<file path="config.mk">
export PLATFORM = sky130hd
export DESIGN_NAME = stream_router_flat
export DESIGN_NICKNAME = d
export VERILOG_FILES = /design/src/rtl/stream_router_if.sv /design/src/rtl/stream_router.sv /design/src/flat_wrapper.sv
export SDC_FILE = /design/constraint.sdc
export NUM_CORES = 1
export LEC_CHECK = 0
export ABC_AREA = 1
export CAP_MARGIN = 5
export CORE_UTILIZATION = 53
export DETAILED_ROUTE_END_ITERATION = 10
export GPL_ROUTABILITY_DRIVEN = 0
export MAX_ROUTING_LAYER = met4
export PLACE_DENSITY = 0.76
export SYNTH_ARGS = -nofsm -noshare
export SYNTH_HDL_FRONTEND = slang
export SYNTH_SLANG_ARGS = --single-unit
</file>
<file path="constraint.sdc">
create_clock -name clk -period 2.94 [get_ports clk]
set_input_delay 0.588 -clock clk [delete_from_list [all_inputs] [get_ports clk]]
set_output_delay 0.588 -clock clk [all_outputs]
set_load 0.05 [all_outputs]
</file>
<file path="src/rtl/stream_router_if.sv">
// Byte-push side and per-channel AXI-Stream outputs of stream_router.
// master: the producer/sink side (bench); slave: the router itself.
// No storage; pure signal bundle.
interface stream_router_if #(
  parameter int DATA_W = 8,
  parameter int NUM_CH = 5
);
  logic [DATA_W-1:0]        din;
  logic                     din_last;
  logic                     push;
  logic [NUM_CH*DATA_W-1:0] m_tdata;
  logic [NUM_CH-1:0]        m_tvalid;
  logic [NUM_CH-1:0]        m_tlast;
  logic [NUM_CH-1:0]        m_tready;

  modport master (
    output din, din_last, push, m_tready,
    input  m_tdata, m_tvalid, m_tlast
  );

  modport slave (
    input  din, din_last, push, m_tready,
    output m_tdata, m_tvalid, m_tlast
  );
endinterface

</file>
<file path="src/rtl/stream_router.sv">
// Buffers pushed words in a FIFO and routes whole packets to one of NUM_CH AXI-Stream sinks.
// Latency: push at edge N -> count=1 after N; pop at N+1 -> m_tvalid after N+1; 1 word/cycle.
// Backpressure: m_tready low holds the output register; FIFO fills, then pushes drop and set overflow.
module stream_router #(
  parameter int DATA_W = 8,
  parameter int DEPTH  = 8,
  parameter int NUM_CH = 5,
  parameter int CH_W   = 4
) (
  input  logic                  clk,
  input  logic                  rst_n,
  stream_router_if.slave        bus,
  input  logic [CH_W-1:0]       ch_sel,
  input  logic                  op_en,
  input  logic                  ovf_clr,
  output logic [$clog2(DEPTH):0] count,
  output logic                  full,
  output logic                  empty,
  output logic                  overflow,
  output logic                  bad_ch
);
  localparam int PTR_W = $clog2(DEPTH);
  localparam int CNT_W = PTR_W + 1;

  typedef enum logic [1:0] {IDLE, SEND, DROP} state_t;

  state_t              state_q, state_d;
  logic [CH_W-1:0]     ch_q, ch_d;
  logic                ov_q, ov_d;
  logic                olast_q, olast_d;
  logic [DATA_W-1:0]   odata_q, odata_d;
  logic [PTR_W-1:0]    rd_ptr_q, rd_ptr_d, wr_ptr_q, wr_ptr_d;
  logic [CNT_W-1:0]    count_q, count_d;
  logic                full_q, full_d, empty_q, empty_d;
  logic                overflow_q, overflow_d, bad_ch_q, bad_ch_d;

  logic [DATA_W:0]     mem [DEPTH];
  logic [DATA_W-1:0]   rd_data;
  logic                rd_last;
  logic                hs, pop, start, push_ok, ch_ok, bad_set, ovf_set;
  logic [NUM_CH-1:0]        tvalid, tlast;
  logic [NUM_CH*DATA_W-1:0] tdata;

  assign rd_data = mem[rd_ptr_q][DATA_W-1:0];
  assign rd_last = mem[rd_ptr_q][DATA_W];
  assign ch_ok   = ({1'b0, ch_sel} < (CH_W+1)'(NUM_CH));

  // FSM state register
  always_ff @(posedge clk or negedge rst_n) begin
    if (!rst_n) state_q <= IDLE;
    else        state_q <= state_d;
  end

  // Next state: pop decision, packet start/channel lock, output register load
  always_comb begin
    state_d = state_q;
    ch_d    = ch_q;
    ov_d    = ov_q;
    olast_d = olast_q;
    odata_d = odata_q;
    bad_set = 1'b0;
    pop     = op_en && (count_q != '0) && (state_q == DROP || !ov_q || hs);
    // A new packet begins on any pop from IDLE, or when the last word leaves as the next is popped.
    start   = pop && (state_q == IDLE || (state_q == SEND && hs && olast_q));
    if (hs) begin
      ov_d = 1'b0;
      if (olast_q) state_d = IDLE;
    end
    if (start) begin
      if (ch_ok) begin
        ch_d    = ch_sel;
        ov_d    = 1'b1;
        olast_d = rd_last;
        odata_d = rd_data;
        state_d = SEND;
      end else begin
        bad_set = 1'b1;
        state_d = rd_last ? IDLE : DROP;
      end
    end else if (pop) begin
      if (state_q == DROP) begin
        if (rd_last) state_d = IDLE;
      end else begin
        ov_d    = 1'b1;
        olast_d = rd_last;
        odata_d = rd_data;
      end
    end
  end

  // Outputs: only the locked channel carries data; handshake is that channel's ready
  always_comb begin
    tvalid = '0;
    tlast  = '0;
    tdata  = '0;
    hs     = 1'b0;
    for (int k = 0; k < NUM_CH; k++) begin
      if (ch_q == CH_W'(k)) begin
        tvalid[k]                  = ov_q;
        tlast[k]                   = olast_q;
        tdata[k*DATA_W +: DATA_W]  = odata_q;
        hs                         = ov_q && bus.m_tready[k];
      end
    end
  end

  assign bus.m_tvalid = tvalid;
  assign bus.m_tlast  = tlast;
  assign bus.m_tdata  = tdata;

  // FIFO bookkeeping and sticky flags; a set event beats a same-cycle clear
  always_comb begin
    push_ok  = bus.push && (!full_q || pop);
    ovf_set  = bus.push && full_q && !pop;
    wr_ptr_d = push_ok ? wr_ptr_q + PTR_W'(1) : wr_ptr_q;
    rd_ptr_d = pop     ? rd_ptr_q + PTR_W'(1) : rd_ptr_q;
    count_d  = count_q;
    if (push_ok && !pop)      count_d = count_q + CNT_W'(1);
    else if (!push_ok && pop) count_d = count_q - CNT_W'(1);
    full_d     = (count_d == CNT_W'(DEPTH));
    empty_d    = (count_d == '0);
    overflow_d = (overflow_q && !ovf_clr) || ovf_set;
    bad_ch_d   = (bad_ch_q && !ovf_clr) || bad_set;
  end

  // Datapath and flag registers
  always_ff @(posedge clk or negedge rst_n) begin
    if (!rst_n) begin
      ch_q       <= '0;
      ov_q       <= 1'b0;
      olast_q    <= 1'b0;
      odata_q    <= '0;
      rd_ptr_q   <= '0;
      wr_ptr_q   <= '0;
      count_q    <= '0;
      full_q     <= 1'b0;
      empty_q    <= 1'b1;
      overflow_q <= 1'b0;
      bad_ch_q   <= 1'b0;
    end else begin
      ch_q       <= ch_d;
      ov_q       <= ov_d;
      olast_q    <= olast_d;
      odata_q    <= odata_d;
      rd_ptr_q   <= rd_ptr_d;
      wr_ptr_q   <= wr_ptr_d;
      count_q    <= count_d;
      full_q     <= full_d;
      empty_q    <= empty_d;
      overflow_q <= overflow_d;
      bad_ch_q   <= bad_ch_d;
    end
  end

  // Storage array; contents are only meaningful between the pointers, so no reset
  always_ff @(posedge clk) begin
    if (push_ok) mem[wr_ptr_q] <= {bus.din_last, bus.din};
  end

  assign count    = count_q;
  assign full     = full_q;
  assign empty    = empty_q;
  assign overflow = overflow_q;
  assign bad_ch   = bad_ch_q;
endmodule
</file>
<file path="src/flat_wrapper.sv">
// flat-port wrapper written by rule: the top's interface ports become plain ports
module stream_router_flat 
#(
  parameter int DATA_W = 8,
  parameter int DEPTH  = 8,
  parameter int NUM_CH = 5,
  parameter int CH_W   = 4
)
  (clk, rst_n, ch_sel, op_en, ovf_clr, count, full, empty, overflow, bad_ch, bus_din, bus_din_last, bus_push, bus_m_tready, bus_m_tdata, bus_m_tvalid, bus_m_tlast);
  stream_router_if #(.DATA_W(DATA_W), .NUM_CH(NUM_CH)) bus_i ();
  input  logic clk;
  input  logic rst_n;
  input  logic [CH_W-1:0] ch_sel;
  input  logic op_en;
  input  logic ovf_clr;
  output logic [$clog2(DEPTH):0] count;
  output logic full;
  output logic empty;
  output logic overflow;
  output logic bad_ch;
  input wire logic [$bits(bus_i.din)-1:0] bus_din;
  input wire logic [$bits(bus_i.din_last)-1:0] bus_din_last;
  input wire logic [$bits(bus_i.push)-1:0] bus_push;
  input wire logic [$bits(bus_i.m_tready)-1:0] bus_m_tready;
  output wire logic [$bits(bus_i.m_tdata)-1:0] bus_m_tdata;
  output wire logic [$bits(bus_i.m_tvalid)-1:0] bus_m_tvalid;
  output wire logic [$bits(bus_i.m_tlast)-1:0] bus_m_tlast;
  assign bus_i.din = bus_din;
  assign bus_i.din_last = bus_din_last;
  assign bus_i.push = bus_push;
  assign bus_i.m_tready = bus_m_tready;
  assign bus_m_tdata = bus_i.m_tdata;
  assign bus_m_tvalid = bus_i.m_tvalid;
  assign bus_m_tlast = bus_i.m_tlast;
  stream_router #(.DATA_W(DATA_W), .DEPTH(DEPTH), .NUM_CH(NUM_CH), .CH_W(CH_W)) u_core (.clk(clk), .rst_n(rst_n), .bus(bus_i), .ch_sel(ch_sel), .op_en(op_en), .ovf_clr(ovf_clr), .count(count), .full(full), .empty(empty), .overflow(overflow), .bad_ch(bad_ch));
endmodule
</file>
# After elaboration in Yosys (flattened, before gate mapping)

Memory sizes are Yosys's and may differ from the RTL's.
Index checks and enable logic that the tools add are counted.

Bits in registers: 30
Input port bits: 23
Bits in writable memories: 72
Word-level logic and storage cells: 109
Output and inout bits: 58
Memories kept: 1

Mux-type cells: 47
Equality and inequality tests: 9
Reductions and logical operators: 35
Add/subtract/negate cells: 4
$lt $le $gt $ge: 1

Memory list:

| name       | depth | width | read ports | clocked after Yosys merged registers in | write ports | line                | source |
|---|---|---|---|---|---|---|---|
| u_core.mem | 8     | 9     | 1          | 0                                       | 1           | stream_router.sv:37 | `logic [DATA_W:0] mem [DEPTH];` |

Operators by type and width:

| operator              | number |
|---|---|
| $mux W8               | 9 |
| $mux W1               | 28 |
| $logic_and A1 B1 Y1   | 17 |
| $mux W2               | 8 |
| $eq A4 B2 Y1 const B  | 2 |
| $logic_not A4 Y1      | 2 |
| $mux W4               | 2 |
| $add A3 B1 Y3 const B | 2 |
| $logic_or A1 B1 Y1    | 6 |
| $logic_not A1 Y1      | 5 |
| $add A4 B1 Y4 const B | 1 |
| $eq A4 B1 Y1 const B  | 1 |
| $eq A4 B3 Y1 const B  | 1 |
| $eq A4 B4 Y1 const B  | 1 |
| $lt A4 B3 Y1 const B  | 1 |
| $reduce_bool A4 Y1    | 1 |
| $sub A4 B1 Y4 const B | 1 |
| $reduce_and A3 Y1     | 1 |
| $eq A2 B1 Y1 const B  | 1 |
| $eq A2 B2 Y1 const B  | 1 |
| $logic_not A2 Y1      | 1 |
| $ne A2 B1 Y1 const B  | 1 |
| $ne A2 B2 Y1 const B  | 1 |
| $reduce_and A2 Y1     | 1 |
| $reduce_bool A2 Y1    | 1 |

# Longest topological paths before layout

Gate-level depths: netlist of the first run.

Depth after elaboration: 15
Mapped depth: 14
Gate-level depth less buffers: 14

# Least setup slack after synthesis of the first run

No wires, ideal clock.

Kind: reg2reg
Start point: reg u_core.count_q[0] (netlist: u_core.count[0])
End point: mem u_core.mem[1][0] (netlist bit), enable pin
Slack: 0.328 ns
Cell stages (with the launch flop): 10
Setup time: 0.374 ns
Required time: 2.566 ns
Data arrival time: 2.238 ns
Buffers on the path: 0
Period minus slack after synthesis: 2.612 ns
Cells stage by stage: dfrtp_1 > inv_1 > ha_1 > a31oi_4 > nand2_8 > nand2_4 > nand2_2 > inv_1 > nand2_1 > nor2_1

Longest elaborated chain between the ends: 7

Ends and longest elaborated chain:

| what                             | line                 | source |
|---|---|---|
| start, declared                  | stream_router.sv:33  | `logic [CNT_W-1:0] count_q, count_d;` |
| start signal, assigned           | stream_router.sv:147 | `count_q <= count_d;` |
| $reduce_bool A4 Y1               | stream_router.sv:62  | `pop = op_en && (count_q != '0) && (state_q == DROP \|\| !ov_q \|\| hs);` |
| $logic_and A1 B1 Y1 (2 in a row) | stream_router.sv:62  |  |
| $logic_or A1 B1 Y1               | stream_router.sv:113 | `push_ok = bus.push && (!full_q \|\| pop);` |
| $logic_and A1 B1 Y1              | stream_router.sv:113 |  |
| $mux W1                          | stream_router.sv:157 | `if (push_ok) mem[wr_ptr_q] <= {bus.din_last, bus.din};` |
| $mux W1 (implied by the code)    | stream_router.sv:157 |  |
| end, declared                    | stream_router.sv:37  |  |

Every way passes these cells.

# Worst setup path after layout of the first run

Start point: reg u_core.ch_q[3]
End point: out bus_m_tdata[1]

Longest elaborated chain between the ends: 2

Ends and longest elaborated chain:

| what                   | line                 | source |
|---|---|---|
| start, declared        | stream_router.sv:28  | `logic [CH_W-1:0] ch_q, ch_d;` |
| start signal, assigned | stream_router.sv:141 | `ch_q <= ch_d;` |
| $logic_not A4 Y1       | stream_router.sv:98  | `if (ch_q == CH_W'(k)) begin` |
| $mux W8                | stream_router.sv:98  |  |
| end, declared          | flat_wrapper.sv:25   | `output wire logic [$bits(bus_i.m_tdata)-1:0] bus_m_tdata;` |

Every way passes these cells.

==> results.sh, run 1 <==
export IMPL_outcome="completed"
export IMPL_synth_edff_count=72
export IMPL_coreArea_um2=8380
export IMPL_port_buffers=80
export IMPL_peakVddDrop_v=0.000473
export IMPL_cts_made_buffers=9
export IMPL_wirelength_um=10600
export IMPL_syn2layout_area_growth_pct=26.1
export IMPL_gr_usage_all_layers_pct=24.9
export IMPL_yosysTopAreaCell="edfxtp_1"
export IMPL_grt_max_degree=38
export IMPL_synth_top_area_share_pct=46.0
export IMPL_start_util_pct=56.1
export IMPL_clk_latency_ps=370
export IMPL_synthesis_area_um2=4700
export IMPL_hold_viol_final=0
export IMPL_dp_hpwl_um=7720
export IMPL_period_share_pct=96.7
export IMPL_setup_viol=0
export IMPL_ys_ff_latch=102
export IMPL_drt_iter0_drc=224
export IMPL_drcViolationCount=0
export IMPL_first_pass_iters=6
export IMPL_whs_path_depth=2
export IMPL_critPathKind="register to output pin"
export IMPL_clk_pin_slew_ps=100
export IMPL_synth_compound_area_share_pct=9.66
export IMPL_fp_dieW_um=96.2
export IMPL_ys_top_cells_by_area="edfxtp_1 (46%), dfrtp_1 (15%), nand2_1 (7.4%), nor2_1 (6.5%), o21ai_0 (3.6%)"
export IMPL_yosysMostFrequentCell="nand2_1"
export IMPL_worst_setup_path_start_kind="register"
export IMPL_fin_setup_tns_ps=0
export IMPL_antenna_found_initial=0
export IMPL_syn_nets=483
export IMPL_fin_skew_ps=8.04
export IMPL_ys_flop_type="edfxtp_1"
export IMPL_ioPinCount=81
export IMPL_seq_area_frac_synth_pct=62.0
export IMPL_critPathCaptureType="output pin"
export IMPL_worstPathArrival_ps=2250
export IMPL_hp_class="register to register"
export IMPL_ys_top_cells_by_count="nand2_1 (93), nor2_1 (82), edfxtp_1 (72), inv_1 (36), o21ai_0 (34)"
export IMPL_ant_nets=0
export IMPL_nets=570
export IMPL_synthArstFlopShare_pct=29.4
export IMPL_synth_top_family_by_area="simple AND/OR/NAND/NOR gates"
export IMPL_dp_cells=637
export IMPL_tritoncts="built"
export IMPL_synth_xor_area_share_pct=1.30
export IMPL_power_density_nw_per_um2=1020
export IMPL_pre_cts_ws_ps=132
export IMPL_layoutNonFillerInstCount=653
export IMPL_vias=3551
export IMPL_cts_setup_buffers=0
export IMPL_synth_warnings=0
export IMPL_clock_sinks=102
export IMPL_grt_pass1_vias=3246
export IMPL_avgSynthCellArea_um2=10.3
export IMPL_critPathMaxFanout=10
export IMPL_clockBufferDepth=2
export IMPL_dieArea_um2=9250
export IMPL_tightest_slew_ps=682
export IMPL_synth_simple_area_share_pct=21.6
export IMPL_drive_above_1_share_pct=10.0
export IMPL_rsz0062_at_grt="no"
export IMPL_final_max_slew_violation_count=0
export IMPL_max_slew_margin_pct=54.3
export IMPL_leakage_nw=2.81
export IMPL_setup_slack_ps=98.0
export IMPL_root_buffer="clkbuf_8"
export IMPL_n_antenna_cell=0
export IMPL_wl_per_cell_um=16.3
export IMPL_cp_required_ps=2350
export IMPL_fp_row_count=33
export IMPL_synthAdderAreaFrac_pct=1.06
export IMPL_via_per_inst=5.44
export IMPL_maxCapViolCount=0
export IMPL_grt_pass1_wl_um=16200
export IMPL_final_min_clock_period_ps=2840
export IMPL_reg2regPathDepth=8
export IMPL_die_h_um=96.2
export IMPL_whs_ps=477
export IMPL_synthMuxAreaShare_pct=0
export IMPL_grt_ovfl_total=0
export IMPL_timing_fmax_mhz=352
export IMPL_synthDistinctLibCells=36
export IMPL_power_mw=6.07
export IMPL_syn_inst=456
export IMPL_htreeDepth=3
==> stage by stage <==
stage | cell area [um2] | utilization, %
3_5_place_dp | 5640 | 67.3
5_1_grt | 5930 | 70.7
6_report | 5930 | 70.7
3_3_place_gp | 5640 | 67.3
4_1_cts | 5860 | 69.9
2_1_floorplan | 4700 | -
==> sequential cells by signal (all words and copies together), names as in the netlist <==
signal and flops:
u_core.mem 72, u_core.odata_q 8, u_core.ch_q 4, u_core.count 4, u_core.rd_ptr_q 3, u_core.wr_ptr_q 3, u_core.state_q 2, u_core.bad_ch 1
u_core.empty 1, u_core.full 1, u_core.olast_q 1, u_core.ov_q 1, u_core.overflow 1
==> metal layers <==
layer	global-route usage (%)	part of all wire [%]	up-vias
met3	4.03	9.2	13
met5	-	0	-
li1	-	-	1718
met2	39.8	48	165
met4	9.45	1.0	0
met1	32.0	42	1655
==> kinds of logic after synthesis <==
| kind of cell | Yosys count |
|---|---|
| adders and majority gates | 4 |
| and+or+nand+nor | 220 |
| DFF | 102 |
| buffers and inverters | 53 |
| xor gates and xnor gates | 7 |
| AOI/OAI and AO/OA | 70 |
==> critical path, stage by stage (launching register included) <==
cell and delay (ps):
dfrtp_1 440, nor2_4 210, nand2_1 250, nor2_1 160
clkdlybuf4s50_1 820
==> worst paths after layout <==
path	from	to	slack, ps
max	u_core.ch_q[3]	bus_m_tdata[1]	100
min	u_core.odata_q[2]	u_core.odata_q[2]	480
max reg2reg	u_core.count[0]	u_core.mem[6][0]	530
min reg2reg	u_core.odata_q[2]	u_core.odata_q[2]	480
max in group asynchronous	rst_n	u_core.empty	2020
min in group asynchronous	rst_n	u_core.ch_q[2]	600
==> final cells by class <==
cell class | instances | area [um2]
clock buffers | 11 | 174
repair buffers | 88 | 931
multi-input cells | 301 | 1580
inverters | 41 | 155
flip-flops and latches | 102 | 2910
fillers | 601 | 2460
well taps | 105 | 131
clock inverters | 5 | 37.5
==> power breakdown <==
part | leakage, nW | internal [mW] | switching [mW]
clock network | 0.107 | 0.415 | 0.473
logic | 1.68 | 0.941 | 2.14
registers | 1.02 | 1.89 | 0.208
total | 2.81 | 3.24 | 2.82
==> cell usage in the layout (no fill, tap or decap), types with 3 or more instances in the layout <==
cell type / Yosys / routed
buf_4: 0 / 8
clkbuf_8: 0 / 9
dfrtp_1: 29 / 29
nor2_2: 6 / 6
inv_1: 36 / 36
clkinv_1: 3 / 3
o21ai_1: 3 / 3
nand4_1: 5 / 5
o22ai_1: 11 / 11
nand3_1: 14 / 14
dlymetal6s2s_1: 0 / 28
nand2_4: 4 / 4
ha_1: 4 / 4
edfxtp_1: 72 / 72
xor2_1: 6 / 6
o21ai_0: 34 / 34
nand2_1: 93 / 93
a21oi_1: 8 / 8
clkdlybuf4s50_1: 0 / 52
nand3b_1: 3 / 3
nand2_2: 4 / 4
nor2_1: 82 / 82
a32o_1: 8 / 8
clkinv_2: 1 / 3
==> what timing repair did <==
action / in CTS / in global routing
endpoints found under the setup margin: 0 / 28
hold buffers: 0 / 0
gates resized for setup: 0 / 28
(Power assumes the default switching activity.)
==> inputs of run 2 (changes only) <==
- CORE_MARGIN: unset -> 2
==> results.sh, run 2 (synthesis gave the netlist of run 1 again) <==
export IMPL_path_cells="nor2_2 -> nand2_1 -> nor2_1 -> clkdlybuf4s50_1"
export IMPL_multi_input_area_um2=1580
export IMPL_outcome="completed"
export IMPL_cts_made_buffers=9
export IMPL_critPathKind="register to output pin"
export IMPL_clk_pin_slew_ps=90
export IMPL_worstPathArrival_ps=2280
export IMPL_vias=3610
export IMPL_htreeDepth=3
export IMPL_nets=570
export IMPL_final_max_slew_violation_count=0
export IMPL_drcViolationCount=0
export IMPL_dieArea_um2=9640
export IMPL_ant_nets=0
export IMPL_ioPinCount=81
export IMPL_p_sw_share_pct=45.4
export IMPL_reg2regPathDepth=8
export IMPL_reg_largest_list="u_core.mem: 72 flops, u_core.odata_q: 8 flops"
export IMPL_design_area_um2=5910
export IMPL_cp_depth=4
export IMPL_crit_start="u_core.ch_q[1]"
export IMPL_seqCellArea_um2=2910
export IMPL_combPwrFrac_pct=50.0
export IMPL_whs_path_depth=2
export IMPL_p_int_mw=3.41
export IMPL_critPathCaptureType="output pin"
export IMPL_slowest_delay_ps=820
export IMPL_clock_sinks=102
export IMPL_antenna_found_initial=0
export IMPL_dp_hpwl_um=8040
export IMPL_wirelength_um=11100
export IMPL_whs_ps=476
export IMPL_rrSetupSlack_ps=510
export IMPL_placed_area_um2=5650
export IMPL_grt_pass1_vias=3466
export IMPL_die_h_um=98.2
export IMPL_cp_slowest_cell="clkdlybuf4s50_1"
export IMPL_tritoncts="built"
export IMPL_clk_latency_ps=360
export IMPL_min_from="u_core.odata_q[6]"
export IMPL_p_clk_share_pct=16.3
export IMPL_largest_register_ffs=72
export IMPL_worst_setup_path_start_kind="register"
export IMPL_grt_pass1_wl_um=17200
export IMPL_first_pass_iters=5
export IMPL_cp_required_ps=2350
export IMPL_via_per_inst=5.50
export IMPL_timing_fmax_mhz=348
export IMPL_root_buffer="clkbuf_8"
export IMPL_leakage_nw=2.49
export IMPL_drive_above_1_share_pct=9.49
export IMPL_period_share_pct=97.7
export IMPL_wl_per_cell_um=16.9
export IMPL_p_sw_mw=2.84
export IMPL_start_util_pct=54.2
export IMPL_coreArea_um2=8680
export IMPL_grt_max_degree=38
export IMPL_critPathMaxFanout=10
export IMPL_setup_viol=0
export IMPL_fp_dieW_um=98.2
export IMPL_regMostFlops="u_core.mem"
export IMPL_power_frac_seq_pct=33.7
export IMPL_fin_skew_ps=11.5
export IMPL_final_common_cell="nand2_1"
export IMPL_power_density_nw_per_um2=1060
export IMPL_port_buffers=80
export IMPL_cp_buffers_inverters=1
export IMPL_maxCapViolCount=0
export IMPL_hold_viol_final=0
export IMPL_max_slew_margin_pct=65.5
export IMPL_gr_usage_all_layers_pct=23.8
export IMPL_syn2layout_area_growth_pct=25.7
export IMPL_fp_row_count=34
export IMPL_tightest_slew_ps=516
export IMPL_n_antenna_cell=0
export IMPL_hp_class="register to register"
export IMPL_grt_ovfl_total=0
export IMPL_peakVddDrop_v=0.000496
export IMPL_mostFrequentLayoutCells="nand2_1 (93), nor2_1 (82), edfxtp_1 (72), clkdlybuf4s50_1 (70), inv_1 (36)"
export IMPL_fillCellCount=667
export IMPL_regToRegStartpoint="u_core.count[0]"
export IMPL_final_min_clock_period_ps=2870
export IMPL_drt_iter0_drc=368
export IMPL_clockBufferDepth=2
export IMPL_critical_path_top_delay_family="buffers and inverters"
## run 2: changes by cell type in the layout (fill, tap and decap cells not counted)
cell	previous run	this run
bufinv_16	0	3
dlymetal6s2s_1	28	10
clkbuf_16	2	0
inv_8	1	0
clkinv_2	3	1
clkdlybuf4s50_1	52	70
clkbuf_1	0	3
clkinv_4	1	0
## run 2: worst reg2reg max path: stages, from the launching register on
cell and delay (ps):
dfrtp_1 410, inv_1 100, ha_1 260, a31oi_4 370
nand2_8 120, nand2_4 80, nand2_2 60, or2_4 280
nor2_2 390
## run 2: path summary, 6_finish.rpt
path | end
worst min register to register | u_core.odata_q[6]
worst max-delay path | bus_m_tdata[0]
worst max register to register | u_core.mem[4][5]
worst min-delay path | u_core.odata_q[6]
min in group asynchronous | u_core.odata_q[1]
max in group asynchronous | u_core.empty
## run 2: power by group through the flow
| stage | registers, mW | logic [mW] | clock network, mW |
|---|---|---|---|
| CTS | 2.10 | 3.12 | 1.03 |
| global route | 2.14 | 3.38 | 1.09 |
| global placement | 2.11 | 3.03 | 0 |
| floorplan | 2.22 | 2.10 | 0 |
| detailed placement | 2.13 | 3.11 | 0 |
| finish | 2.10 | 3.12 | 1.02 |
## run 2: layout make-up
cell class | instances | area share (%)
repair buffers | 88 | 15.0
well taps | 108 | 2.29
inverters | 41 | 2.63
clock inverters | 4 | 1.65
flip-flops and latches | 102 | 49.3
multi-input cells | 301 | 26.8
clock buffers | 12 | 2.29
## run 2: through the flow
step	power [mW]	setup slack, ps	instances	setup TNS, ps	util [%]
6_report	6.24	68.3	656	0	68.1
5_1_grt	6.61	-3.83	656	-3.83	68.1
4_1_cts	6.25	35.0	656	0	67.8
3_5_place_dp	5.24	115	640	0	65.1
3_3_place_gp	5.14	203	640	0	65.1
2_1_floorplan	4.31	328	456	0	-
## run 2: metal layers
metal	track usage, %	share of wire, %
met1	28.3	40
met2	41.3	51
met3	3.01	6.9
met4	9.59	2.8
met5	-	0
## run 2: repair_timing
action                                  4_1_cts  5_1_grt
hold buffers                                  0        0
endpoints found under the setup margin        0       10
endpoints found under the hold margin         0        0
setup buffers                                 0        0
gates resized for setup                       0       10
==> inputs of run 3 (changes only) <==
- CORE_ASPECT_RATIO: unset -> 0.75
- CORE_UTILIZATION: 53 -> 60
- DONT_BUFFER_PORTS: unset -> 1
- PLACE_DENSITY: 0.76 -> 0.72
==> results.sh, run 3 (synthesis gave the netlist of run 1 again) <==
export IMPL_setup_viol=0
export IMPL_grt_ovfl_total=0
export IMPL_clk_latency_ps=370
export IMPL_port_buffers=0
export IMPL_gr_usage_all_layers_pct=29.0
export IMPL_rrSetupSlack_ps=400
export IMPL_htreeDepth=3
export IMPL_mostFrequentLayoutCells="nand2_1 (93), nor2_1 (82), edfxtp_1 (72), buf_4 (60), inv_1 (36)"
export IMPL_critPathKind="register to register"
export IMPL_start_util_pct=62.9
export IMPL_placed_area_um2=5230
export IMPL_fin_setup_tns_ps=0
export IMPL_power_density_nw_per_um2=1100
export IMPL_utilization_pct=73.2
export IMPL_root_buffer="clkbuf_8"
export IMPL_first_pass_iters=6
export IMPL_clk_pin_slew_ps=110
export IMPL_clockBufferDepth=2
export IMPL_tightest_slew_ps=744
export IMPL_fp_dieW_um=106
export IMPL_final_common_cell="nand2_1"
export IMPL_final_min_clock_period_ps=2540
export IMPL_period_share_pct=86.5
export IMPL_hp_class="input pin to async pin"
export IMPL_peakVddDrop_v=0.000624
export IMPL_die_h_um=80.6
export IMPL_critPathCaptureType="register"
export IMPL_largest_register_ffs=72
export IMPL_maxCapViolCount=0
export IMPL_r2r_end="u_core.mem[6][3]"
export IMPL_drcViolationCount=0
export IMPL_tritoncts="built"
export IMPL_grt_pass1_vias=3366
export IMPL_cts_made_buffers=9
export IMPL_nets=543
export IMPL_wirelength_um=11100
export IMPL_ioPinCount=81
export IMPL_antenna_found_initial=0
export IMPL_clock_sinks=102
export IMPL_reg_largest_list="u_core.mem: 72 flops, u_core.odata_q: 8 flops"
export IMPL_vias=3576
export IMPL_reg2regPathDepth=10
export IMPL_dp_hpwl_um=7970
export IMPL_regToRegStartpoint="u_core.ch_q[1]"
export IMPL_cp_required_ps=2950
export IMPL_coreArea_um2=7470
export IMPL_outcome="completed"
export IMPL_dieArea_um2=8560
export IMPL_worstPathArrival_ps=2550
export IMPL_hold_viol_final=0
export IMPL_design_area_um2=5470
export IMPL_drt_iter0_drc=406
export IMPL_leakage_nw=2.31
export IMPL_regMostFlops="u_core.mem"
export IMPL_fp_row_count=27
export IMPL_ant_nets=0
export IMPL_worst_setup_path_start_kind="register"
export IMPL_grt_max_degree=38
export IMPL_max_slew_margin_pct=50.1
export IMPL_rsz0062_at_grt="no"
export IMPL_cts_setup_buffers=0
export IMPL_final_max_slew_violation_count=0
export IMPL_timing_fmax_mhz=393
export IMPL_syn2layout_area_growth_pct=16.3
export IMPL_n_antenna_cell=0
export IMPL_critPathMaxFanout=10
export IMPL_fin_skew_ps=18.0
export IMPL_via_per_inst=5.75
export IMPL_fillCellCount=519
export IMPL_wl_per_cell_um=17.9
export IMPL_grt_pass1_wl_um=17900
export IMPL_drive_above_1_share_pct=20.7
## run 3: changes by cell type in the layout (fill, tap and decap cells not counted), sizes merged
| cell | delta |
|---|---|
| dlymetal6s2s | -10 |
| clkdlybuf4s50 | -70 |
| clkbuf | -3 |
| buf | +53 |
| inv | +4 |
| clkinv | +3 |
| bufinv | -3 |
| clkinvlp | -1 |
## run 3: power breakdown
part	internal, mW	total [mW]	switching (mW)	leakage [nW]
Combinational	0.841	2.93	2.09	1.18
Sequential	1.89	2.16	0.268	1.02
Clock	0.352	0.911	0.558	0.108
Total	3.08	6.00	2.91	2.31
## run 3: how the worst max path moves through the flow
stage | start | endpoint | cells after the start
after global routing | u_core.ch_q[1] | u_core.mem[6][3] | 10
final | u_core.ch_q[1] | u_core.mem[6][3] | 10
after floorplan | u_core.count[0] | u_core.mem[1][0] | 9
after detailed placement | u_core.ch_q[1] | u_core.mem[6][2] | 10
after CTS | u_core.ch_q[1] | u_core.mem[6][3] | 10
after global placement | u_core.ch_q[1] | u_core.mem[6][0] | 10
## run 3: routing by layer
metal	GRT usage, %	up-vias	share of wire, %
met4	8.03	0	1.3
met5	-	-	0
met1	40.2	1688	42
met3	10.1	15	13
li1	-	1667	-
met2	41.0	206	43
## run 3: timing repair
item                      in CTS  in global routing
gates resized for setup        0                  0
hold buffers                   1                  0
hold endpoints to repair      29                  0
## run 3: area by class of cell
| class | instances | area [um2] | area share (%) |
|---|---|---|---|
| multi-input cells | 301 | 1580 | 29.0 |
| well taps | 101 | 126 | 2.31 |
| clock buffers | 9 | 124 | 2.27 |
| inverters | 41 | 155 | 2.84 |
| repair buffers | 61 | 470 | 8.61 |
| clock inverters | 7 | 93.8 | 1.72 |
| flip-flops and latches | 102 | 2910 | 53.3 |
## run 3: stage by stage
step                worst slack (ps)  total power [mW]  cells  hold WS (ps)
finish                           397              6.00    622          21.4
global route                     255              6.40    622          5.06
CTS                              408              5.98    622          12.9
detailed placement               427              5.06    605           294
global placement                 525              4.99    605           294
floorplan                        328              4.31    456           292
## run 3: critical path, cell delays in order, from the launching register on
cell and delay (ps):
dfrtp_1 420, nor2_2 210, nand2_4 140, nor2_8 230, nand2_4 100, nand3_4 140, nand2_8 90, nand2_4 80
nand2_2 70, or2_4 270, nor2_2 420
